[config.mk]
export PLATFORM = sky130hd
export DESIGN_NAME = ads5404_tx_framer_flat
export DESIGN_NICKNAME = d
export VERILOG_FILES = /design/src/rtl/ads5404_tx_framer_if.sv /design/src/rtl/ads5404_tx_framer.sv /design/src/flat_wrapper.sv
export SDC_FILE = /design/constraint.sdc
export NUM_CORES = 1
export LEC_CHECK = 0
export BUFFER_PORTS_ARGS = -buffer_cell sky130_fd_sc_hd__buf_4
export CAP_MARGIN = 0
export CELL_PAD_IN_SITES_DETAIL_PLACEMENT = 0
export CELL_PAD_IN_SITES_GLOBAL_PLACEMENT = 1
export CORE_MARGIN = 4
export CORE_UTILIZATION = 48
export CTS_CLUSTER_DIAMETER = 100
export DETAILED_ROUTE_END_ITERATION = 8
export GPL_ROUTABILITY_DRIVEN = 0
export GPL_TIMING_DRIVEN = 1
export MAX_ROUTING_LAYER = met4
export PLACE_DENSITY_LB_ADDON = 0.08
export SLEW_MARGIN = 30
export SYNTH_ARGS = -nofsm -noshare
export SYNTH_HDL_FRONTEND = slang
export SYNTH_SLANG_ARGS = --single-unit
[constraint.sdc]
create_clock -name clk -period 5.95 [get_ports clk]
set_input_delay 0.8925 -clock clk [delete_from_list [all_inputs] [get_ports clk]]
set_output_delay 0.8925 -clock clk [all_outputs]
set_load 0.01 [all_outputs]
[src/rtl/ads5404_tx_framer_if.sv]
// Input sample-pair stream for ads5404_tx_framer: a valid/ready handshake
// carrying two samples (d0 earlier than d1) and their overrange flags.
interface ads5404_tx_framer_if #(
  parameter int NBITS = 12
);
  logic             in_valid;
  logic             in_ready;
  logic [NBITS-1:0] in_d0;
  logic [NBITS-1:0] in_d1;
  logic [1:0]       in_ovr;

  modport master (output in_valid, in_d0, in_d1, in_ovr, input in_ready);
  modport slave  (input in_valid, in_d0, in_d1, in_ovr, output in_ready);
endinterface

[src/rtl/ads5404_tx_framer.sv]
// ADS5404-format transmit framer: buffers user sample pairs in a small FIFO
// (or generates test patterns) and emits registered sample pairs with
// overrange and sync markers for external ODDR/OBUFDS primitives.
// Optional feature macro: ADS5404_TX_PATTERN_EN enables the ramp, toggle and
// midscale pattern modes; without it the mode input is ignored (FIFO only).
module ads5404_tx_framer #(
  parameter int NBITS       = 12,
  parameter int FIFO_AW     = 4,
  parameter int SYNC_PERIOD = 256
) (
  input  logic                     clk,
  input  logic                     nrst,
  input  logic                     enable,
  input  logic [1:0]               mode,
  input  logic                     sync_req,
  ads5404_tx_framer_if.slave       in_if,
  output logic [NBITS-1:0]         out_d_0,
  output logic [NBITS-1:0]         out_d_1,
  output logic                     out_ovr_0,
  output logic                     out_ovr_1,
  output logic                     out_sync_0,
  output logic                     out_sync_1,
  output logic                     underflow,
  output logic [15:0]              underflow_cnt
);
  localparam int DEPTH = 1 << FIFO_AW;
  localparam int PW    = (SYNC_PERIOD > 1) ? $clog2(SYNC_PERIOD) : 1;
  localparam logic [NBITS-1:0] MID      = {1'b1, {(NBITS-1){1'b0}}};
  localparam logic [FIFO_AW:0] CNT_FULL = (FIFO_AW+1)'(DEPTH);
  localparam logic [FIFO_AW:0] CNT_HALF = (FIFO_AW+1)'(DEPTH / 2);

  // Alternating-bit word with LSB 0 (0xAAA for 12 bits).
  function automatic logic [NBITS-1:0] alt_bits();
    logic [NBITS-1:0] v;
    for (int i = 0; i < NBITS; i++) v[i] = i[0];
    return v;
  endfunction
  localparam logic [NBITS-1:0] ALT = alt_bits();

  typedef enum logic [1:0] {IDLE, ARM, RUN} state_e;
  typedef enum logic [1:0] {MODE_FIFO, MODE_RAMP, MODE_TOGGLE, MODE_MID} mode_e;
  typedef struct packed {
    logic [1:0]       ovr;
    logic [NBITS-1:0] d1;
    logic [NBITS-1:0] d0;
  } pair_t;

  mode_e mode_eff;
`ifdef ADS5404_TX_PATTERN_EN
  assign mode_eff = mode_e'(mode);
`else
  logic unused_mode;
  assign mode_eff    = MODE_FIFO;
  assign unused_mode = ^mode;
`endif

  state_e             state_q, state_d;
  pair_t              mem [DEPTH];
  logic [FIFO_AW-1:0] wr_ptr_q, wr_ptr_d, rd_ptr_q, rd_ptr_d;
  logic [FIFO_AW:0]   count_q, count_d;
  logic               in_ready_q, in_ready_d;
  logic [NBITS-1:0]   ramp_q, ramp_d;
  logic [PW-1:0]      per_q, per_d, eff_per;
  logic               sync_req_q, sync_req_d, sync_prev_q, sync_prev_d;
  logic [NBITS-1:0]   out_d0_q, out_d0_d, out_d1_q, out_d1_d;
  logic [1:0]         out_ovr_q, out_ovr_d;
  logic               out_sync_q, out_sync_d;
  logic               underflow_q, underflow_d;
  logic [15:0]        underflow_cnt_q, underflow_cnt_d;
  logic               push, pop, rise;
  pair_t              head;

  assign head = mem[rd_ptr_q];

  // FIFO storage write port.
  // NOTE: the sample memory has no reset; pointers and count define validity,
  // which keeps it mappable to distributed RAM.
  always_ff @(posedge clk) begin
    if (push) mem[wr_ptr_q] <= '{ovr: in_if.in_ovr, d1: in_if.in_d1, d0: in_if.in_d0};
  end

  // Next-state, FIFO bookkeeping, sync scheduling and output word selection.
  // NOTE: every signal gets a default first so no path leaves a latch.
  always_comb begin
    state_d         = state_q;
    wr_ptr_d        = wr_ptr_q;
    rd_ptr_d        = rd_ptr_q;
    count_d         = count_q;
    ramp_d          = '0;
    per_d           = '0;
    eff_per         = per_q;
    out_d0_d        = MID;
    out_d1_d        = MID;
    out_ovr_d       = '0;
    out_sync_d      = 1'b0;
    underflow_d     = 1'b0;
    underflow_cnt_d = underflow_cnt_q;
    sync_req_d      = sync_req;
    sync_prev_d     = sync_req_q;
    rise            = sync_req_q && !sync_prev_q;
    push            = in_if.in_valid && in_ready_q;
    pop             = 1'b0;

    case (state_q)
      IDLE: if (enable) state_d = ARM;
      ARM: begin
        if (!enable) state_d = IDLE;
        else if (mode_eff != MODE_FIFO || count_q >= CNT_HALF) state_d = RUN;
      end
      RUN: begin
        if (!enable) state_d = IDLE;
        // A request restarts the period as if the counter had just wrapped;
        // coincident request and wrap collapse into one marker.
        eff_per    = rise ? '0 : per_q;
        out_sync_d = (eff_per == '0);
        if (SYNC_PERIOD == 0)                    per_d = PW'(1);
        else if (eff_per == PW'(SYNC_PERIOD-1))  per_d = '0;
        else                                     per_d = eff_per + 1'b1;
        case (mode_eff)
          MODE_FIFO: begin
            if (count_q != '0) begin
              pop       = 1'b1;
              out_d0_d  = head.d0;
              out_d1_d  = head.d1;
              out_ovr_d = head.ovr;
            end else begin
              underflow_d = 1'b1;
              if (underflow_cnt_q != '1) underflow_cnt_d = underflow_cnt_q + 1'b1;
            end
          end
          MODE_RAMP: begin
            out_d0_d = ramp_q;
            out_d1_d = ramp_q + 1'b1;
            ramp_d   = ramp_q + NBITS'(2);
          end
          MODE_TOGGLE: begin
            out_d0_d = ALT;
            out_d1_d = ~ALT;
          end
          default: ;
        endcase
      end
      default: state_d = IDLE;
    endcase

    if (push) wr_ptr_d = wr_ptr_q + 1'b1;
    if (pop)  rd_ptr_d = rd_ptr_q + 1'b1;
    case ({push, pop})
      2'b10:   count_d = count_q + 1'b1;
      2'b01:   count_d = count_q - 1'b1;
      default: ;
    endcase
    in_ready_d = (count_d != CNT_FULL);
  end

  // State and output registers with synchronous active-low reset.
  // NOTE: sequential state uses non-blocking assignments only.
  always_ff @(posedge clk) begin
    if (!nrst) begin
      state_q         <= IDLE;
      wr_ptr_q        <= '0;
      rd_ptr_q        <= '0;
      count_q         <= '0;
      in_ready_q      <= 1'b0;
      ramp_q          <= '0;
      per_q           <= '0;
      sync_req_q      <= 1'b0;
      sync_prev_q     <= 1'b0;
      out_d0_q        <= MID;
      out_d1_q        <= MID;
      out_ovr_q       <= '0;
      out_sync_q      <= 1'b0;
      underflow_q     <= 1'b0;
      underflow_cnt_q <= '0;
    end else begin
      state_q         <= state_d;
      wr_ptr_q        <= wr_ptr_d;
      rd_ptr_q        <= rd_ptr_d;
      count_q         <= count_d;
      in_ready_q      <= in_ready_d;
      ramp_q          <= ramp_d;
      per_q           <= per_d;
      sync_req_q      <= sync_req_d;
      sync_prev_q     <= sync_prev_d;
      out_d0_q        <= out_d0_d;
      out_d1_q        <= out_d1_d;
      out_ovr_q       <= out_ovr_d;
      out_sync_q      <= out_sync_d;
      underflow_q     <= underflow_d;
      underflow_cnt_q <= underflow_cnt_d;
    end
  end

  assign in_if.in_ready = in_ready_q;
  assign out_d_0        = out_d0_q;
  assign out_d_1        = out_d1_q;
  assign out_ovr_0      = out_ovr_q[0];
  assign out_ovr_1      = out_ovr_q[1];
  assign out_sync_0     = out_sync_q;
  assign out_sync_1     = 1'b0;
  assign underflow      = underflow_q;
  assign underflow_cnt  = underflow_cnt_q;
endmodule

[src/flat_wrapper.sv]
// flat-port wrapper written by rule: the top's interface ports become plain ports
module ads5404_tx_framer_flat 
#(
  parameter int NBITS       = 12,
  parameter int FIFO_AW     = 4,
  parameter int SYNC_PERIOD = 256
)
  (clk, nrst, enable, mode, sync_req, out_d_0, out_d_1, out_ovr_0, out_ovr_1, out_sync_0, out_sync_1, underflow, underflow_cnt, in_if_in_valid, in_if_in_d0, in_if_in_d1, in_if_in_ovr, in_if_in_ready);
  ads5404_tx_framer_if #(.NBITS(NBITS)) in_if_i ();
  input  logic clk;
  input  logic nrst;
  input  logic enable;
  input  logic [1:0] mode;
  input  logic sync_req;
  output logic [NBITS-1:0] out_d_0;
  output logic [NBITS-1:0] out_d_1;
  output logic out_ovr_0;
  output logic out_ovr_1;
  output logic out_sync_0;
  output logic out_sync_1;
  output logic underflow;
  output logic [15:0] underflow_cnt;
  input wire logic [$bits(in_if_i.in_valid)-1:0] in_if_in_valid;
  input wire logic [$bits(in_if_i.in_d0)-1:0] in_if_in_d0;
  input wire logic [$bits(in_if_i.in_d1)-1:0] in_if_in_d1;
  input wire logic [$bits(in_if_i.in_ovr)-1:0] in_if_in_ovr;
  output wire logic [$bits(in_if_i.in_ready)-1:0] in_if_in_ready;
  assign in_if_i.in_valid = in_if_in_valid;
  assign in_if_i.in_d0 = in_if_in_d0;
  assign in_if_i.in_d1 = in_if_in_d1;
  assign in_if_i.in_ovr = in_if_in_ovr;
  assign in_if_in_ready = in_if_i.in_ready;
  ads5404_tx_framer #(.NBITS(NBITS), .FIFO_AW(FIFO_AW), .SYNC_PERIOD(SYNC_PERIOD)) u_core (.clk(clk), .nrst(nrst), .enable(enable), .mode(mode), .sync_req(sync_req), .in_if(in_if_i), .out_d_0(out_d_0), .out_d_1(out_d_1), .out_ovr_0(out_ovr_0), .out_ovr_1(out_ovr_1), .out_sync_0(out_sync_0), .out_sync_1(out_sync_1), .underflow(underflow), .underflow_cnt(underflow_cnt));
endmodule
# Word-level counts from Yosys, hierarchy flattened
# Memory sizes are Yosys's and may differ from the RTL's. A register that Yosys moved wholly into a read port is not among the register bits.
# Cells that the tools add are included.
dict set report totals {
  wordCells 56
  ff_bits 44
  latchBits 0
  mem_bits_rw 416
  mem_bits_ro 0
  n_memories 1
  output_inout_bits 46
}
# name depth word_bits rd rd_clocked_by_memory_dff write_ports line
set memory_table {}
lappend memory_table {u_core.mem 16 26 1 1 1 ads5404_tx_framer.sv:58} ;# pair_t mem [DEPTH];
dict set report classes {
  n_mul 0
  bitwise 3
  magnitude_cmp 1
  addsub 6
  n_shift 0
  n_eq_ne 10
  div_mod_pow 0
  mux 12
  n_reduce_logical 12
}
# op count
set ops {}
lappend ops {{16-bit by 1-bit adder with 16-bit output (second input constant)} 1}
lappend ops {{16-bit inequality test (second input constant)} 1}
lappend ops {{5-bit case mux with 2 select lines} 1}
lappend ops {{3-bit AND reduction} 3}
lappend ops {{4-bit by 1-bit adder with 4-bit output (second input constant)} 2}
lappend ops {{8-bit by 1-bit adder with 8-bit output (second input constant)} 1}
lappend ops {{8-bit == test (second input constant)} 1}
lappend ops {{8-bit zero test} 1}
lappend ops {{2-bit two-way mux} 4}
lappend ops {{8-bit two-way mux} 1}
lappend ops {{2-bit case mux with 3 select lines} 1}
lappend ops {{5-bit by 1-bit adder with 5-bit output (second input constant)} 1}
lappend ops {{5-bit by 4-bit greater-or-equal comparator with 1-bit output (second input constant)} 1}
lappend ops {{1-bit two-way mux} 5}
lappend ops {{5-bit inequality test (second input constant)} 1}
lappend ops {{5-bit nonzero test} 1}
lappend ops {{5-bit by 1-bit subtractor with 5-bit output (second input constant)} 1}
lappend ops {{2-bit by 1-bit == test with 1-bit output (second input constant)} 2}
lappend ops {{2-bit == test (second input constant)} 2}
lappend ops {{2-bit inequality test (second input constant)} 2}
lappend ops {{3-bit by 2-bit inequality test with 1-bit output (second input constant)} 1}
lappend ops {{1-bit inverter} 3}
lappend ops {{3-bit OR reduction} 1}
lappend ops {{1-bit logical AND} 2}
lappend ops {{other kinds (3)} 4}

# Depth between registers and ports, before layout
# Gate-level depths: netlist of run 1.
dict set report logic_depth {
  depth_word 6
  mapped_depth 10
}

# Least setup slack after synthesis of run 1
# No wires, ideal clock.
dict set report synth_path {
  path_type {in2reg}
  from {input port in_if_in_valid}
  to {memory u_core.mem[3][0] (netlist name) (enable)}
  arrival_time_ps 3407
  setup_ps 442
  path_stages 4
  path_slack_ps 2101
  required_ps 5508
  cell_sequence {and2_0 > clkbuf_1 > nand2_1 > nor3_1}
}
dict set report synth_between {
  elab_chain_len 3
}
# item line
set synth_rtl {}
lappend synth_rtl {{from (decl)} flat_wrapper.sv:23} ;# input wire logic [$bits(in_if_i.in_valid)-1:0] in_if_in_valid;
lappend synth_rtl {{1-bit logical AND} ads5404_tx_framer.sv:101} ;# push = in_if.in_valid && in_ready_q;
lappend synth_rtl {{1-bit two-way mux} ads5404_tx_framer.sv:79} ;# if (push) mem[wr_ptr_q] <= '{ovr: in_if.in_ovr, d1: in_if.in_d1, d0: in_if.in_d0};
lappend synth_rtl {{1-bit two-way mux (not written as such)} ads5404_tx_framer.sv:79}
lappend synth_rtl {{to (decl)} ads5404_tx_framer.sv:58}
# No other way between the ends.

# Final worst setup path of run 1
dict set report layout_path {
  from {input port in_if_in_valid}
  to {register u_core.in_ready_q (netlist: u_core.in_if.in_ready)}
}
dict set report layout_between {
  elab_chain_len 4
  elab_cells_between_ends 5
}
# item line
set layout_rtl {}
lappend layout_rtl {{1-bit logical AND *} ads5404_tx_framer.sv:101}
lappend layout_rtl {{2-bit by 1-bit == test with 1-bit output or 2-bit == test (tied branches)} ads5404_tx_framer.sv:148} ;# case ({push, pop})
lappend layout_rtl {{5-bit case mux with 2 select lines *} ads5404_tx_framer.sv:148}
lappend layout_rtl {{5-bit inequality test *} ads5404_tx_framer.sv:153} ;# in_ready_d = (count_d != CNT_FULL);
lappend layout_rtl {{to (signal assigned)} ads5404_tx_framer.sv:180} ;# in_ready_q <= in_ready_d;
lappend layout_rtl {{to (decl)} ads5404_tx_framer.sv:61} ;# logic in_ready_q, in_ready_d;
# Mark *: on every way between the ends. The rest lies on a longest branch, timed or not.
# A chain may end at the register's enable or synchronous reset.

==> run metrics, run 1 <==
status finished, final reports clean; Setup TNS Final 0 ps; CP cell instances buf_4, and2_0, inv_1, ha_1, nor4_1, a21o_1, o2111ai_1, o41a_1; ANT nets after route 0; Root Buffer clkbuf_16; die area 0.04234 sq mm; Cell Rows between 70 and 80; vias in the first global route ~9400; Switch Pwr about 1300 uW; initial antenna violation count 1; Post-synth EDFFs 416; largest family of logic cells by synthesized area multiplexers; RSZ-0062 raised after global routing no; worst hold path type register to register; Clk pwr share 0.436; final hold vios 0; Critical Path Max Stage Delay 630 ps; peak supply drop 0.0002290 V; max capacitance violation total 0; syn_nets 1022; CP endpoint kind register; # H-tree levels 2; initial DRC count 691; WL per Instance 22.95 um; sequential share of the synthesized area 0.7401; Post-Syn Area per Cell 19.17 sq um; Tot GR Track Use 0.1880; adder-cell share of the synthesized area 0.006665; synth warn 0; Hold Worst Slack 458.8 ps; Hold Path End u_core.state_q[0]; Sink Count a little under 500; Vias 9072; R2R setup slack 3030 ps; non-filler cells, final about 1600; Placement Setup Slack 2391 ps; min-delay src u_core.state_q[1]; Worst Path Max Fanout 14; post-synth top area share 0.6655; Seq pwr share 0.548; sw frac 0.1956; nets 1116; post-CTS setup buffer count 0; WP data arrival 3430 ps; Synth Instances 979; PD cells about 310 mW/mm^2; CP max-delay cell and2_0; layout cells sized above 1 0.2731; Sequential Area 0.01391 sq mm; maximum number of pins on one net before global-route repair 73; dpl hpwl 21110 um; largest area contributor in the netlist edfxtp_1; Inst Count DP between 1500 and 2000; mux cell area share after synthesis 0.1442; WHS Path Cells 1; WP data required 6410 ps; cts hold-fix bufs 0; Area Growth Syn to Fin 15.78%; fillers 2975; combinational power share 0.016; reg2reg end u_core.in_if.in_ready; Reg clk slew, reported paths around 60 ps; port buffer count 75; most frequent cells in the layout edfxtp_1, mux4_2, buf_4, dfxtp_1, a211oi_1; compound-cell area share of the yosys netlist 0.03386; CTS tree yes; Final Setup Violations 0; clk_skew 14.33 ps; commonest non-fill, non-tap cell in the layout edfxtp_1; fmax about 0.34 GHz; Num CTS Buffers 50; FF-to-FF Start u_core.in_if.in_ready; die extent in y between 200 and 250 um; Synth area leaders edfxtp_1, mux4_2, dfxtp_1, a211oi_1, mux2i_1; width of the die 205.8 um; Internal around 5500 uW; startpoint types input port; #FFs+latches synth 486; PnR worst setup slack ~3000 ps; CTS Buffer Depth 3; I/O Pins 79; area of the multi-input gates 0.004674 sq mm; Max Slew Vio Count 0; Worst Tran Pin Value 800.2 ps; Tcrit/Tclk final 0.4987; R2R cell count 7; first-pass GRT wire length 57960 um; post-synthesis xor/xnor area fraction 0.01166; # DRC 0; PostCTS Resize Cnt 0; Final min period around 3000 ps; total grt overflow 0; Worst-Skew Late Latency around 580 ps; total power between 6000 and 7000 uW; Leakage between 0.006 and 0.007 uW; wirelength, routed between 30000 and 40000 um; mapped cell area 0.01877 sq mm; prevailing post-synth register cell edfxtp_1; ys async rst share 0; Vias/cell ~5.6; critical path type input port to register; TritonRoute pass-1 iters 5; synth unique cells 52; CORE AREA 0.03865 sq mm; Worst slew margin 0.4660; Initial Utilization 0.4857; simple-gate area share of the yosys netlist 0.04652
==> critical path, delay by kind of cell <==
kind,cells,cell delay (ps)
AO/OA/AOI/OAI,3,670
adder cells (fa/ha/maj),1,480
buffers and inverters,2,330
AND/OR/NAND/NOR,2,1040
==> cell usage after synthesis, types with 2 or more instances <==
| cell | instances |
|---|---|
| edfxtp_1 | 416 |
| mux4_2 | 106 |
| dfxtp_1 | 70 |
| a211oi_1 | 52 |
| nor2_1 | 49 |
| clkbuf_1 | 32 |
| mux2i_1 | 32 |
| nor2b_1 | 29 |
| nand2_1 | 27 |
| buf_2 | 16 |
| xnor2_1 | 16 |
| nand3_1 | 12 |
| ha_1 | 10 |
| inv_1 | 10 |
| nand2b_1 | 9 |
| nor3_1 | 9 |
| xor2_1 | 9 |
| a21oi_1 | 8 |
| nand4_1 | 8 |
| buf_4 | 7 |
| and2_1 | 5 |
| and3_1 | 5 |
| o21ai_0 | 5 |
| nor4_1 | 4 |
| a22oi_1 | 2 |
| buf_1 | 2 |
| nor3b_1 | 2 |
| nor4b_2 | 2 |
| or2_1 | 2 |
==> registers in the layout (all words and copies together), names as in the netlist <==
register               flops
u_core.wr_ptr_q            4
u_core.underflow_cnt      16
u_core.state_q             2
u_core.per_q               8
u_core.out_d_0            12
u_core.rd_ptr_q            4
u_core.sync_prev_d         1
u_core.out_ovr_q           2
u_core.underflow           1
u_core.out_d_1            12
u_core.count_q             5
u_core.in_if.in_ready      1
u_core.sync_prev_q         1
u_core.out_sync_0          1
u_core.mem               416
==> logic make-up after synthesis <==
| kind of cell | count (synthesis) |
|---|---|
| DFF | 486 |
| xor gates and xnor gates | 25 |
| and+or+nand+nor | 168 |
| AOI/OAI and AO/OA | 82 |
| buffers and inverters | 69 |
| adders and majority gates | 10 |
| muxes | 138 |
| other | 1 |
==> power groups by stage <==
| stage | sequential, uW | clock, uW | combinational, uW |
|---|---|---|---|
| finish | 3720 | 2960 | 110 |
| global route | 3720 | 3190 | 124 |
| CTS | 3720 | 3030 | 113 |
| detailed placement | 3790 | 0 | 113 |
| global placement | 3790 | 0 | 110 |
| floorplan | 3790 | 0 | 48.0 |
==> how the worst max path moves through the flow <==
stage / from / endpoint / cells after the start
after floorplan: in_if_in_valid / u_core.mem[3][0] / 4
after global placement: in_if_in_valid / u_core.in_if.in_ready / 8
after detailed placement: in_if_in_valid / u_core.in_if.in_ready / 8
after CTS: in_if_in_valid / u_core.in_if.in_ready / 8
after global routing: in_if_in_valid / u_core.in_if.in_ready / 8
final: in_if_in_valid / u_core.in_if.in_ready / 8
==> layer usage <==
| layer | track usage | wire, um | vias up |
|---|---|---|---|
| met2 | 0.2887 | 18030 | 178 |
| met1 | 0.2678 | 17180 | 4723 |
| met5 | - | 0 | - |
| met3 | 0.03073 | 1579 | 46 |
| li1 | - | - | 4125 |
| met4 | 0.04785 | 675 | 0 |
==> metrics by stage <==
stage | util | instance area [sq um]
after detailed placement | 0.5223 | 20180
after CTS | 0.5623 | 21730
after floorplan | - | 18770
after global routing | 0.5624 | 21730
final | 0.5624 | 21730
after global placement | 0.5167 | 19970
==> layout make-up <==
type,count,area share
inverters,10,0.001727
flip-flops and latches,486,0.6398
diodes,1,0.0001151
clock inverters,22,0.009268
clock buffers,70,0.06194
repair buffers,101,0.04225
well taps,518,0.02982
multi-input cells,424,0.2151
(Power assumes the default switching activity.)
==> run 2, diff against run 1 <==
clock period = 3.1 ns   (was 5.95 ns; I/O delays follow)
==> run 2 against run 1 <==
Against the previous run: non-clock buffer count is 12 higher; largest power group unchanged; via count is 0.84% higher; global-route usage is 0.45 points higher; hold slack worse by 340 ps; clock skew is 6.3 ps lower; sequential share of layout area is 0.54 points lower; register-to-register slack worse by 2600 ps.
==> run metrics, run 2 (synthesis results as in run 1) <==
Clk pwr share 0.437; Largest Register u_core.mem; Reg clk slew, reported paths 60 ps; ANT nets after route 0; die extent in y 205.8 um; cts hold-fix bufs 0; PostCTS Resize Cnt 0; Vias/cell between 5 and 6; max capacitance violation total 0; Final min period 2697 ps; fmax 0.3708 GHz; Worst Path Max Fanout 10; R2R setup slack 400 ps; Max Slew Vio Count 0; # H-tree levels 2; dpl hpwl 21950 um; # DRC 0; Tcrit/Tclk final 0.8700; vias in the first global route 9400; Seq pwr share 0.546; Tot GR Track Use 0.1926; PD cells 596.5 mW/mm^2; post-CTS setup buffer count 0; max reg flops 416; CTS tree yes; WP data arrival around 3200 ps; peak supply drop approximately 0.00045 V; first-pass GRT wire length between 50000 and 60000 um; CTS Buffer Depth 3; status finished, final reports clean; Internal roughly 11000 uW; Hold Worst Slack 119.0 ps; initial antenna violation count 0; port buffer count 75; width of the die 205.8 um; layout cells sized above 1 0.2823; initial DRC count about 700; final hold vios 0; die area 0.04234 sq mm; Setup TNS Final 0 ps; worst hold path type input port to register; Initial Utilization 0.4857; nets about 1100; total grt overflow 0; combinational power share 0.017; most frequent cells in the layout edfxtp_1, mux4_2, buf_4, dfxtp_1, a211oi_1; Worst slew margin 0.5943; Root Buffer clkbuf_16; maximum number of pins on one net before global-route repair 40; TritonRoute pass-1 iters 5; WL per Instance 23.53 um; Leakage 0.006901 uW; Sink Count 486; Worst-Skew Late Latency 580 ps; CP endpoint kind register; I/O Pins 79; Cell Rows 72; RSZ-0062 raised after global routing no; # diodes 0; WP data required 3560 ps; wirelength, routed 38620 um; Worst Tran Pin Value 607.7 ps; Area Growth Syn to Fin 16.77%; Vias slightly above 9000; critical path type register to register; startpoint types register; sw frac 0.1945; Final Setup Violations 0; clk_skew 8.056 ps; final core utilization 0.5672; CORE AREA a little under 0.04 sq mm; commonest non-fill, non-tap cell in the layout edfxtp_1; Switch Pwr 2543 uW; Num CTS Buffers 49
run 2: layer usage:
metal	vias to the layer above	track usage	routed length [um]
met4	0	0.04880	716
li1	4139	-	-
met5	-	-	0
met1	4799	0.2725	17240
met2	158	0.3015	19160
met3	52	0.02616	1502
run 2: cell type report:
cell class / instances / area [sq um]
repair buffers: 113 / 1074
fillers: 2933 / 16730
flip-flops and latches: 486 / 13910
multi-input cells: 424 / 4700
inverters: 10 / 37.54
well taps: 518 / 648.1
clock inverters: 16 / 175.2
clock buffers: 74 / 1380
run 2: final timing paths:
| check | end | cells past startpoint | from |
|---|---|---|---|
| max reg2reg | u_core.in_if.in_ready | 7 | u_core.count_q[1] |
| min reg2reg | u_core.state_q[0] | 1 | u_core.state_q[1] |
| min | u_core.sync_prev_d | 2 | sync_req |
| max | u_core.in_if.in_ready | 7 | u_core.count_q[1] |
run 2: through the flow:
stage	cells	area [sq um]	total power [uW]	setup slack [ps]
4_1_cts	1641	21920	13240	428.9
6_report	1641	21920	13070	403.1
5_1_grt	1641	21920	13510	179.6
3_5_place_dp	1551	20360	7505	293.4
3_3_place_gp	1551	20360	7499	272.5
2_1_floorplan	979	18790	7367	372.2
run 2: power by group through the flow:
stage | Sequential, uW | Combinational, uW | Clock [uW]
2_1_floorplan | 7270 | 92.6 | 0
3_3_place_gp | 7270 | 225 | 0
3_5_place_dp | 7280 | 230 | 0
4_1_cts | 7140 | 231 | 5870
5_1_grt | 7140 | 252 | 6120
6_report | 7140 | 226 | 5710
run 2: critical path: stages, from the launching register on:
cell       delay [ps]
dfxtp_1           430
nor3_4            380
a21oi_2           180
ha_1              470
nor4_1            430
a21o_1            180
o2111ai_1         120
o41a_1            390
==> run 3, diff against run 2 <==
RECOVER_POWER = 25   (was unset)
==> run 3 against run 2 <==
Against the previous run: combinational power fell by 6%; die area unchanged; power is 0.12% lower; sequential share of layout area increased by 0.26 points; final cell count did not move; flip-flop and latch count is the same; highest routed layer unchanged.
==> run metrics, run 3 (synthesis results as in run 1) <==
status finished, final reports clean; Tot GR Track Use 0.1926; initial DRC count 752; die area 0.04234 sq mm; GR met2 Demand/Resource 0.3015; nets 1127; port buffer count 75; Worst Path Max Fanout 10; die extent in y 205.8 um; Sink Count around 490; # diodes 0; width of the die 205.8 um; dpl hpwl roughly 22000 um; Leakage approximately 0.007 uW; PostCTS Resize Cnt 0; RSZ-0062 raised after global routing no; WP data required 3560 ps; WL per Instance 23.49 um; first-pass GRT wire length 58990 um; max capacitance violation total 0; met1 usage 0.2725; # H-tree levels 2; TritonRoute pass-1 iters 5; maximum number of pins on one net before global-route repair 40; fillers 2948; Initial Utilization 0.4857; Worst Tran Pin Value 685.6 ps; Reg clk slew, reported paths ~60 ps; layout cells sized above 1 0.2609; R2R cell count 7; vias in the first global route between 9000 and 10000; WHS Path Cells 2; max reg flops 416; non-filler cells, final 1641; commonest non-fill, non-tap cell in the layout edfxtp_1; Area Growth Syn to Fin 16.29%; startpoint types register; peak supply drop 0.0004488 V; Final min period 2701 ps; Cell Rows 72; Root Buffer clkbuf_16; CP cell instances nor3_4, a21oi_2, ha_1, nor4_1, a21o_1, o2111ai_1, o41a_1; final core utilization 0.5648; Max Slew Vio Count 0; Setup TNS Final 0 ps; CP max-delay cell ha_1; clk_skew 9.712 ps; cts hold-fix bufs 0; Tcrit/Tclk final 0.8713; GRT Max-Usage Layer met2; PD cells 598.2 mW/mm^2; CORE AREA 0.03865 sq mm; worst hold path type input port to register; CTS Buffer Depth 3; CP endpoint kind register; Num CTS Buffers 49; total power 13060 uW; post-CTS setup buffer count 0; CTS tree yes; Final Setup Violations 0; ANT nets after route 0; GR Layer Usage met3 0.02616; Largest Register u_core.mem; wirelength, routed 38550 um; PnR worst setup slack 399.1 ps; total grt overflow 0; Vias/cell around 5.6; most frequent cells in the layout edfxtp_1, mux4_2, buf_4, dfxtp_1, a211oi_1; final hold vios 0; initial antenna violation count 0; Placement Setup Slack approximately 290 ps; Inst Count DP 1551; WP data arrival 3160 ps; Critical Path Max Stage Delay about 470 ps; I/O Pins 79; Worst slew margin 0.5429; Worst-Skew Late Latency around 580 ps; critical path type register to register; Vias 9175; fmax about 0.37 GHz; # DRC 0
-- run 3: changes by cell type in the layout (fill, tap and decap cells not counted) --
cell / previous run / this run
buf_4: 95 / 71
clkbuf_1: 19 / 43
-- run 3: through the flow --
step,hold WS [ps],area (sq um)
CTS,92.70,21920
floorplan,428.1,18790
global route,107.8,21830
global placement,448.2,20360
finish,120.0,21830
detailed placement,457.2,20360
-- run 3: power by group --
part / switching, uW / total (uW) / internal (uW)
sequential: 15.3 / 7140 / 7120
combinational: 147 / 212 / 64.5
clock: 2380 / 5710 / 3330
-- run 3: layer usage --
metal	vias up	routed length [um]
met4	0	701
met5	-	0
met1	4805	17200
li1	4143	-
met3	51	1534
met2	176	19110
-- run 3: worst paths after layout --
kind                     start                    end  slack (ps)
max          u_core.count_q[1]  u_core.in_if.in_ready         400
min                   sync_req     u_core.sync_prev_d         120
max reg2reg  u_core.count_q[1]  u_core.in_if.in_ready         400
min reg2reg  u_core.state_q[1]      u_core.state_q[0]         460
-- run 3: area by class of cell --
cell class,count,area (sq um),area share
sequential,486,13910,0.6370
multi-input combinational,424,4700,0.2153
clock buffer,74,1380,0.06322
timing repair buffer,113,983.4,0.04505
tap,518,648.1,0.02969
clock inverter,16,175.2,0.008024
inverter,10,37.54,0.001719
-- run 3: worst max-delay path, delay by kind of cell, from the launching register on --
family,cells,cell delay (ps)
adders and majority gates,1,470
DFF,1,430
AOI/OAI and AO/OA,4,870
and+or+nand+nor,2,810
